## src/rtl/cu_responder.sv

```systemverilog
// Channel control-unit responder: address recognition, command, status and byte transfer sequencing.
// Optional CU_SHORT_BUSY_EN: report busy with an immediate short status instead of the full sequence.
module cu_responder #(
  parameter logic [7:0] ADDRESS = 8'h00
) (
  input  logic       clk,
  input  logic       reset,
  input  logic [7:0] bus_out,
  output logic [7:0] bus_in,
  input  logic       operational_out,
  input  logic       hold_out,
  input  logic       address_out,
  input  logic       command_out,
  input  logic       service_out,
  input  logic       suppress_out,
  input  logic       select_out,
  output logic       select_in,
  output logic       b_select_out,
  input  logic       b_select_in,
  output logic       operational_in,
  output logic       address_in,
  output logic       status_in,
  output logic       service_in,
  output logic       request_in,
  input  logic       busy,
  input  logic [7:0] xfer_count,
  input  logic [7:0] rd_data,
  output logic       rd_strobe,
  output logic [7:0] wr_data,
  output logic       wr_strobe,
  output logic [7:0] cmd,
  output logic       cmd_strobe
);

`ifdef CU_SHORT_BUSY_EN
  localparam bit SHORT_BUSY = 1'b1;
`else
  localparam bit SHORT_BUSY = 1'b0;
`endif

  typedef enum logic [3:0] {IDLE, ADDR, CMD, ISTAT, DATA, DWAIT, ESTAT, SWAIT, DISC} state_t;

  state_t     state_q, state_d;
  logic [7:0] bus_in_q, bus_in_d, cmd_q, cmd_d, wr_data_q, wr_data_d;
  logic [7:0] status_q, status_d, rem_q, rem_d;
  logic       op_in_q, op_in_d, addr_in_q, addr_in_d, stat_in_q, stat_in_d, svc_in_q, svc_in_d;
  logic       rd_stb_q, rd_stb_d, wr_stb_q, wr_stb_d, cmd_stb_q, cmd_stb_d;
  logic       busy_q, busy_d, stop_q, stop_d, ack_q, ack_d, bsel_q;
  logic       match, is_read, is_write, go_data, go_estat, go_disc;
  logic       unused_inputs;

  assign unused_inputs = suppress_out;

  assign match    = (state_q == IDLE) && operational_out && select_out && hold_out &&
                    address_out && (bus_out == ADDRESS);
  assign is_read  = (cmd_q == 8'h02);
  assign is_write = (cmd_q == 8'h01);

  // Select chain is only propagated while idle and not being claimed this cycle.
  assign b_select_out   = bsel_q && (state_q == IDLE) && !match;
  assign select_in      = (state_q == IDLE) && b_select_in;
  assign request_in     = 1'b0;
  assign bus_in         = bus_in_q;
  assign operational_in = op_in_q;
  assign address_in     = addr_in_q;
  assign status_in      = stat_in_q;
  assign service_in     = svc_in_q;
  assign rd_strobe      = rd_stb_q;
  assign wr_strobe      = wr_stb_q;
  assign wr_data        = wr_data_q;
  assign cmd            = cmd_q;
  assign cmd_strobe     = cmd_stb_q;

  always_comb begin
    state_d   = state_q;
    bus_in_d  = bus_in_q;
    op_in_d   = op_in_q;
    addr_in_d = addr_in_q;
    stat_in_d = stat_in_q;
    svc_in_d  = svc_in_q;
    rd_stb_d  = 1'b0;
    wr_stb_d  = 1'b0;
    cmd_stb_d = 1'b0;
    cmd_d     = cmd_q;
    wr_data_d = wr_data_q;
    status_d  = status_q;
    rem_d     = rem_q;
    busy_d    = busy_q;
    stop_d    = stop_q;
    ack_d     = ack_q;
    go_data   = 1'b0;
    go_estat  = 1'b0;
    go_disc   = 1'b0;

    case (state_q)
      IDLE: if (match) begin
        busy_d  = busy;
        op_in_d = 1'b1;
        stop_d  = 1'b0;
        ack_d   = 1'b0;
        if (SHORT_BUSY && busy) begin
          state_d   = ISTAT;
          stat_in_d = 1'b1;
          bus_in_d  = 8'h10;
          status_d  = 8'h10;
        end else begin
          state_d   = ADDR;
          addr_in_d = 1'b1;
          bus_in_d  = ADDRESS;
        end
      end
      ADDR: if (command_out) begin
        state_d   = CMD;
        addr_in_d = 1'b0;
        cmd_d     = bus_out;
        cmd_stb_d = 1'b1;
        rem_d     = xfer_count;
        if (busy_q)                                   status_d = 8'h10;
        else if (bus_out == 8'h01 || bus_out == 8'h02) status_d = 8'h00;
        else if (bus_out == 8'h03)                    status_d = 8'h0C;
        else                                          status_d = 8'h02;
      end
      CMD: if (!command_out) begin
        state_d   = ISTAT;
        stat_in_d = 1'b1;
        bus_in_d  = status_q;
        ack_d     = 1'b0;
      end
      ISTAT: begin
        if (!ack_q) begin
          if (command_out) go_disc = 1'b1;
          else if (service_out) begin
            stat_in_d = 1'b0;
            ack_d     = 1'b1;
          end
        end else if (!service_out) begin
          if (status_q != 8'h00) go_disc  = 1'b1;
          else if (rem_q != '0)  go_data  = 1'b1;
          else                   go_estat = 1'b1;
        end
      end
      // Reads spend one cycle strobing the device before the byte is offered on bus_in.
      DATA: begin
        if (rd_stb_q) begin
          bus_in_d = rd_data;
          svc_in_d = 1'b1;
        end else if (svc_in_q) begin
          if (command_out) begin
            stop_d   = 1'b1;
            svc_in_d = 1'b0;
            state_d  = DWAIT;
          end else if (service_out) begin
            if (is_write) begin
              wr_data_d = bus_out;
              wr_stb_d  = 1'b1;
            end
            if (rem_q != '0) rem_d = rem_q - 8'd1;
            svc_in_d = 1'b0;
            state_d  = DWAIT;
          end
        end
      end
      DWAIT: if (!service_out && !command_out) begin
        if (rem_q != '0 && !stop_q) go_data  = 1'b1;
        else                        go_estat = 1'b1;
      end
      ESTAT: if (service_out || command_out) begin
        stat_in_d = 1'b0;
        state_d   = SWAIT;
      end
      SWAIT: if (!service_out && !command_out) go_disc = 1'b1;
      DISC:    state_d = IDLE;
      default: state_d = IDLE;
    endcase

    if (go_data) begin
      state_d = DATA;
      if (is_read) rd_stb_d = 1'b1;
      else         svc_in_d = 1'b1;
    end
    if (go_estat) begin
      state_d   = ESTAT;
      stat_in_d = 1'b1;
      bus_in_d  = 8'h0C;
    end
    if (go_disc || !operational_out) begin
      state_d   = go_disc ? DISC : IDLE;
      bus_in_d  = '0;
      op_in_d   = 1'b0;
      addr_in_d = 1'b0;
      stat_in_d = 1'b0;
      svc_in_d  = 1'b0;
    end
    if (!operational_out) begin
      rd_stb_d  = 1'b0;
      wr_stb_d  = 1'b0;
      cmd_stb_d = 1'b0;
      stop_d    = 1'b0;
      ack_d     = 1'b0;
    end
  end

  always_ff @(posedge clk or posedge reset) begin
    if (reset) begin
      state_q   <= IDLE;
      bus_in_q  <= '0;
      op_in_q   <= 1'b0;
      addr_in_q <= 1'b0;
      stat_in_q <= 1'b0;
      svc_in_q  <= 1'b0;
      rd_stb_q  <= 1'b0;
      wr_stb_q  <= 1'b0;
      cmd_stb_q <= 1'b0;
      cmd_q     <= '0;
      wr_data_q <= '0;
      status_q  <= '0;
      rem_q     <= '0;
      busy_q    <= 1'b0;
      stop_q    <= 1'b0;
      ack_q     <= 1'b0;
      bsel_q    <= 1'b0;
    end else begin
      state_q   <= state_d;
      bus_in_q  <= bus_in_d;
      op_in_q   <= op_in_d;
      addr_in_q <= addr_in_d;
      stat_in_q <= stat_in_d;
      svc_in_q  <= svc_in_d;
      rd_stb_q  <= rd_stb_d;
      wr_stb_q  <= wr_stb_d;
      cmd_stb_q <= cmd_stb_d;
      cmd_q     <= cmd_d;
      wr_data_q <= wr_data_d;
      status_q  <= status_d;
      rem_q     <= rem_d;
      busy_q    <= busy_d;
      stop_q    <= stop_d;
      ack_q     <= ack_d;
      bsel_q    <= select_out;
    end
  end

endmodule

```

## config.mk

```make
export PLATFORM = sky130hd
export DESIGN_NAME = cu_responder
export DESIGN_NICKNAME = d
export VERILOG_FILES = /design/src/rtl/cu_responder.sv
export SDC_FILE = /design/constraint.sdc
export NUM_CORES = 1
export LEC_CHECK = 0
export ABC_AREA = 1
export ABC_CLOCK_PERIOD_IN_PS = 2680
export CAP_MARGIN = 20
export CORE_MARGIN = 2
export CORE_UTILIZATION = 45
export CTS_BUF_LIST = sky130_fd_sc_hd__clkbuf_4 sky130_fd_sc_hd__clkbuf_8
export CTS_CLUSTER_SIZE = 28
export DETAILED_ROUTE_END_ITERATION = 8
export PLACE_DENSITY = 0.74
export SLEW_MARGIN = 20
export SYNTH_ARGS = -nofsm -noshare
export SYNTH_HDL_FRONTEND = slang
export SYNTH_SLANG_ARGS = --single-unit
```

## constraint.sdc

```tcl
create_clock -name clk -period 2.68 [get_ports clk]
set_input_delay 0.268 -clock clk [delete_from_list [all_inputs] [get_ports clk]]
set_output_delay 0.268 -clock clk [all_outputs]
set_load 0.005 [all_outputs]
```

Word-level counts from Yosys, hierarchy flattened --
Cells that the tools add are included.
Word-level totals: register bits 55, bits of input ports 35
Cells by class: $add $sub $neg 1, equal/unequal tests 42, mux-type cells 95, bitwise gates (word level) 2, reductions and logical operators 40
Operators by type and width (number):
- 8-bit two-way mux | 11
- 1-bit two-way mux | 59
- 4-bit two-way mux | 14
- 5-bit != test (second input constant) | 5
- 8-bit by 2-bit equality test with 1-bit output (second input constant) | 3
- 4-bit != test (second input constant) | 6
- 4-bit one-hot mux with 6 select lines | 1
- 8-bit one-hot mux with 3 select lines | 1
- 3-bit != test (second input constant) | 6
- 4-bit by 3-bit equality test with 1-bit output (second input constant) | 4
- 8-bit by 1-bit equality test with 1-bit output (second input constant) | 2
- 8-bit one-hot mux with 2 select lines | 1
- 8-bit nonzero test | 2
- 2-bit != test (second input constant) | 6
- 6-bit AND reduction | 2
- 1-bit logical AND | 10
- 1-bit one-hot mux with 2 select lines | 5
- 5-bit nonzero test | 2
- 4-bit by 2-bit equality test with 1-bit output (second input constant) | 2
- 8-bit zero test | 1
- 4-bit by 1-bit != test with 1-bit output (second input constant) | 2
- 8-bit AND reduction | 1
- 8-bit by 1-bit subtractor with 8-bit output (second input constant) | 1
- 7-bit AND reduction | 1
- 19 further kinds | 32

Depth between registers and ports, before layout --
depth in word-level cells 11, depth in mapped cells 12, mapped depth without buffers 11

Worst setup path after synthesis --
Ideal clock, no wire load.
kind reg-to-reg, from reg state_q[0], to reg rem_q[6], library setup time 0.130 ns, data arrival time 1.455 ns, slack 1.095 ns, stages on the path, launching flop included 10, clock period less this slack 1.585 ns, cell sequence dfrtp_1 -> buf_2 -> nor2_1 -> nand2_2 -> buf_6 -> nor2_4 -> nand2_2 -> a21oi_4 -> buf_4 -> a22oi_1
Between the ends: word-level cells in the longest chain between the ends 3
RTL lines:
- start, declared | RTL line 43 | state_t state_q, state_d;
- start signal, assigned | RTL line 223 | state_q <= state_d;
- 4-bit by 3-bit equality test with 1-bit output or 4-bit by 1-bit equality test with 1-bit output (tied branches) | RTL line 95 | case (state_q)
- 2-bit != test (no line) or 2-bit nonzero test (tied branches)
- 7-bit AND reduction (no line)
- end signal, assigned | RTL line 235 | rem_q <= rem_d;
- end, declared | RTL line 45 | logic [7:0] status_q, status_d, rem_q, rem_d;
Several ways; a longest one is shown, not always the timed one. A chain may end at the register's enable or synchronous reset.

Worst setup path after layout --
from reg state_q[0], to out b_select_out
Between the ends: word-level cells in the longest chain between the ends 8
RTL lines:
- 4-bit zero test (*) | RTL line 54, 60
- 1-bit logical AND (4 in series) | RTL line 54 | assign match = (state_q == IDLE) && operational_out && select_out && hold_out &&
- 1-bit logical AND | RTL line 55 | address_out && (bus_out == ADDRESS);
- 1-bit zero test | RTL line 60 | assign b_select_out = bsel_q && (state_q == IDLE) && !match;
- 1-bit logical AND (*) | RTL line 60
- end, declared | RTL line 18 | output logic b_select_out,
Mark *: on every way between the ends. The rest lies on a longest branch, timed or not.

==> results.rst <==
.. list-table::
   :header-rows: 1

   * - Metric
     - Value
   * - Startpoint of the most critical register-to-register path
     - state_q[1]
   * - Highest achievable clock rate
     - just over 0.4 GHz
   * - Number of I/O port buffers
     - 66
   * - Total number of vias
     - ~2,600
   * - Synth unique cells
     - 35
   * - Areal power density over the cells
     - ~640 nW/µm²
   * - Remaining antenna violation count after routing
     - 0
   * - Hold-fix buffers, CTS
     - 0
   * - Slack of the worst reg-to-reg path
     - approximately 0.46 ns
   * - Final HPWL DP
     - about 5000 µm
   * - Slew Viols, Final
     - 0
   * - Iteration-0 DRC Markers
     - 209
   * - Core Footprint
     - 5886 µm²
   * - Unrepaired setup endpoints after global routing
     - false
   * - Full die area
     - between 6000 and 7000 µm²
   * - Worst Hold Slack
     - ~0.41 ns
   * - CTS Root Cell
     - sky130_fd_sc_hd__clkbuf_8
   * - Setup TNS
     - 0 ns
   * - Transition at the pin with the smallest max-transition slack
     - between 0.6 and 0.7 ns
   * - Endpoint of the worst setup timing path
     - b_select_out
   * - Ant diodes
     - 0
   * - Gate power share
     - 0.337
   * - DP Area
     - around 3500 µm²
   * - Fill count
     - 554
   * - Reg-to-reg endpoint
     - rem_q[7]
   * - Die Y
     - ~82 µm
   * - Hold Vio Cnt, Final
     - 0
   * - Antenna violations before repair
     - 0
   * - Clock group share of total power
     - 0.210
   * - Lkg Pwr
     - between 1.5 and 2 nW
   * - Number of design rule violations left after detail routing
     - 0
   * - Prevailing post-synth register cell
     - sky130_fd_sc_hd__dfrtp_1
   * - WL per Instance
     - roughly 13 µm
   * - Placer Congestion
     - 0.8599
   * - Total wirelength of the detailed-routed design
     - ~6700 µm
   * - Post-synthesis register bit count
     - 50
   * - Path depth of the worst reg2reg path
     - 9
   * - Syn Inst Count
     - 376
   * - Worst min-delay path class
     - input port to asynchronous set/reset pin
   * - Summed instance area of the synthesized netlist
     - ~2700 µm²
   * - Clock Latency Late Sink
     - 0.31 ns
   * - Syn nets
     - 412
   * - Cells resized by post-CTS repair
     - 0
   * - Number of violations of the max-capacitance limit
     - 0
   * - Required arrival time at the worst endpoint
     - 2.41 ns
   * - Total iterations of the first detailed-routing run
     - 4
   * - Worst-case clock buffer depth
     - 2
   * - Fraction of layout cells with a size suffix above 1
     - 0.06546
   * - Clock skew after layout
     - between 0.008 and 0.009 ns
   * - Horizontal die dimension
     - 81.98 µm
   * - Clock transition at path regs
     - ~0.11 ns
   * - First-pass GRT wire length
     - roughly 11,000 µm
   * - Pin count of the biggest net entering global routing
     - between 50 and 60
   * - Critical path startpoint category
     - flop
   * - Initial core utilization
     - 0.4649
   * - Clk sinks
     - 50
   * - Number of enable flip-flop cells after synthesis
     - 0
   * - Share of the clock period used by the worst path after layout
     - 0.9159
   * - Net Switching
     - 0.8449 mW
   * - Clock tree from TritonCTS
     - done
   * - Area growth, synth to finish
     - 29.68%
   * - Startpoint of the worst setup timing path
     - state_q[0]
   * - Number of global-route vias before repair
     - 2,550
   * - Total GRT Usage
     - 0.2186
   * - Worst slew margin
     - 0.5764
   * - Post-synthesis area per instance
     - 7.278 µm²
   * - Worst Path Max Fanout
     - 8
   * - Overflow left after global routing
     - 0
   * - Sequential fraction of design power
     - 0.452
   * - Number of top-level design ports
     - between 60 and 70
   * - Portion of the post-synthesis area used by sequential elements
     - 0.4572
   * - Data arrival time of the critical path
     - about 2.2 ns
   * - Clock buffer count from CTS
     - 5
   * - Row cnt
     - 28
   * - Depth of the CTS H-tree
     - 2
   * - Final cell area excluding filler cells
     - approximately 3500 µm²
   * - Sort of element at the end of the critical path
     - output port
   * - Number of warnings reported in the yosys synthesis log
     - 0
   * - Switching part of the total power
     - 0.3712
   * - Outcome
     - completed
   * - Finish-stage setup viols
     - 0
   * - Via density per instance
     - slightly above 5
   * - Number of nets in the layout
     - ~480
   * - P_int
     - between 1 and 1.5 mW
   * - Critical Setup Path Class
     - flop to output port
   * - Post-synthesis async set-or-reset flop share
     - 1.000
   * - VDD IR-drop max
     - approximately 0.37 mV
   * - Final Critical Period
     - 2.455 ns
   * - Buffers inserted by post-CTS timing repair
     - 0
metrics by stage:
step           power [mW]  utilization  instances  setup WS [ns]
2_1_floorplan       1.492            -        376          1.095
3_3_place_gp        1.777       0.5865        510         0.4854
3_5_place_dp        1.805       0.5865        510         0.4472
4_1_cts             2.286       0.6029        518         0.2247
5_1_grt             2.446       0.6029        518        0.02700
6_report            2.276       0.6029        518         0.2254
critical path, stage by stage, from the launching register on:
cell and delay [ns]:
sky130_fd_sc_hd__dfrtp_1 0.48, sky130_fd_sc_hd__nor2_1 0.24, sky130_fd_sc_hd__nand2_1 0.18, sky130_fd_sc_hd__inv_1 0.16, sky130_fd_sc_hd__nand3_2 0.13, sky130_fd_sc_hd__nand2_1 0.19
sky130_fd_sc_hd__nor2_1 0.06, sky130_fd_sc_hd__clkdlybuf4s50_1 0.45
power groups by stage:
stage / Combinational, mW / Clock [mW] / Sequential, mW
after floorplan: 0.488 / 0 / 1.00
final: 0.768 / 0.479 / 1.03
after CTS: 0.773 / 0.486 / 1.03
after global placement: 0.743 / 0 / 1.03
after detailed placement: 0.765 / 0 / 1.04
after global routing: 0.878 / 0.515 / 1.05
flip-flops by register name, indices dropped and copies added, names as in the netlist, 3 cells and up:
signal	count
wr_data	8
status_q	3
state_q	4
rem_q	8
bus_in	8
cmd	8
cells in the mapped netlist (4+ instances only):
master	n	area share
sky130_fd_sc_hd__nand3_1	31	0.057
sky130_fd_sc_hd__o21ai_0	26	0.048
sky130_fd_sc_hd__inv_2	4	0.0055
sky130_fd_sc_hd__buf_2	4	0.0073
sky130_fd_sc_hd__dfrtp_1	50	0.46
sky130_fd_sc_hd__nand4_1	6	0.014
sky130_fd_sc_hd__nand2_1	122	0.17
sky130_fd_sc_hd__a21oi_1	8	0.015
sky130_fd_sc_hd__nor2_4	4	0.016
sky130_fd_sc_hd__nor2_1	42	0.058
sky130_fd_sc_hd__inv_1	41	0.056
area by class of cell:
cell class | instances | area, µm² | area share
clock buffers | 5 | 68.82 | 0.01939
inverters | 45 | 168.9 | 0.04760
well taps | 75 | 93.84 | 0.02645
flip-flops and latches | 50 | 1251 | 0.3526
repair buffers | 69 | 683.2 | 0.1925
multi-input cells | 271 | 1255 | 0.3537
clock inverters | 3 | 27.53 | 0.007757
placed cells by master (no fill, tap or decap), types with 3 or more instances in the layout:
cell type / n
sky130_fd_sc_hd__nand2_1: 122
sky130_fd_sc_hd__clkdlybuf4s50_1: 66
sky130_fd_sc_hd__dfrtp_1: 50
sky130_fd_sc_hd__nor2_1: 42
sky130_fd_sc_hd__inv_1: 40
sky130_fd_sc_hd__nand3_1: 31
sky130_fd_sc_hd__o21ai_0: 26
sky130_fd_sc_hd__a21oi_1: 8
sky130_fd_sc_hd__nand4_1: 6
sky130_fd_sc_hd__inv_2: 5
sky130_fd_sc_hd__clkbuf_8: 5
sky130_fd_sc_hd__nor2_4: 4
sky130_fd_sc_hd__nor3_1: 3
sky130_fd_sc_hd__o21ai_1: 3
sky130_fd_sc_hd__buf_4: 3
cell families after synthesis:
kind of cell,synth area share
buf+inv,0.08413
compound gates,0.1029
other cells,0.001370
flops,0.4572
mux,0.004115
simple gates,0.3457
fa+ha+maj,0.004572
worst min path at each step:
stage	depth (start not counted)	to	startpoint	slack [ns]
after floorplan	0	bsel_q	select_out	0.30
after global placement	2	bus_in[5]	bus_in[5]	0.46
after detailed placement	2	bus_in[4]	bus_in[4]	0.46
final	3	cmd_strobe	reset	0.41
after global routing	1	bsel_q	select_out	0.42
after CTS	1	bsel_q	select_out	0.42
metal layers:
metal / up-vias / GRT usage / part of all wire
li1: 1329 / - / -
met1: 1218 / 0.2917 / 0.45
met2: 65 / 0.3610 / 0.49
met3: 9 / 0.03736 / 0.044
met4: 0 / 0.07167 / 0.013
met5: - / 0 / 0
Power figures use the tool's default switching activity.
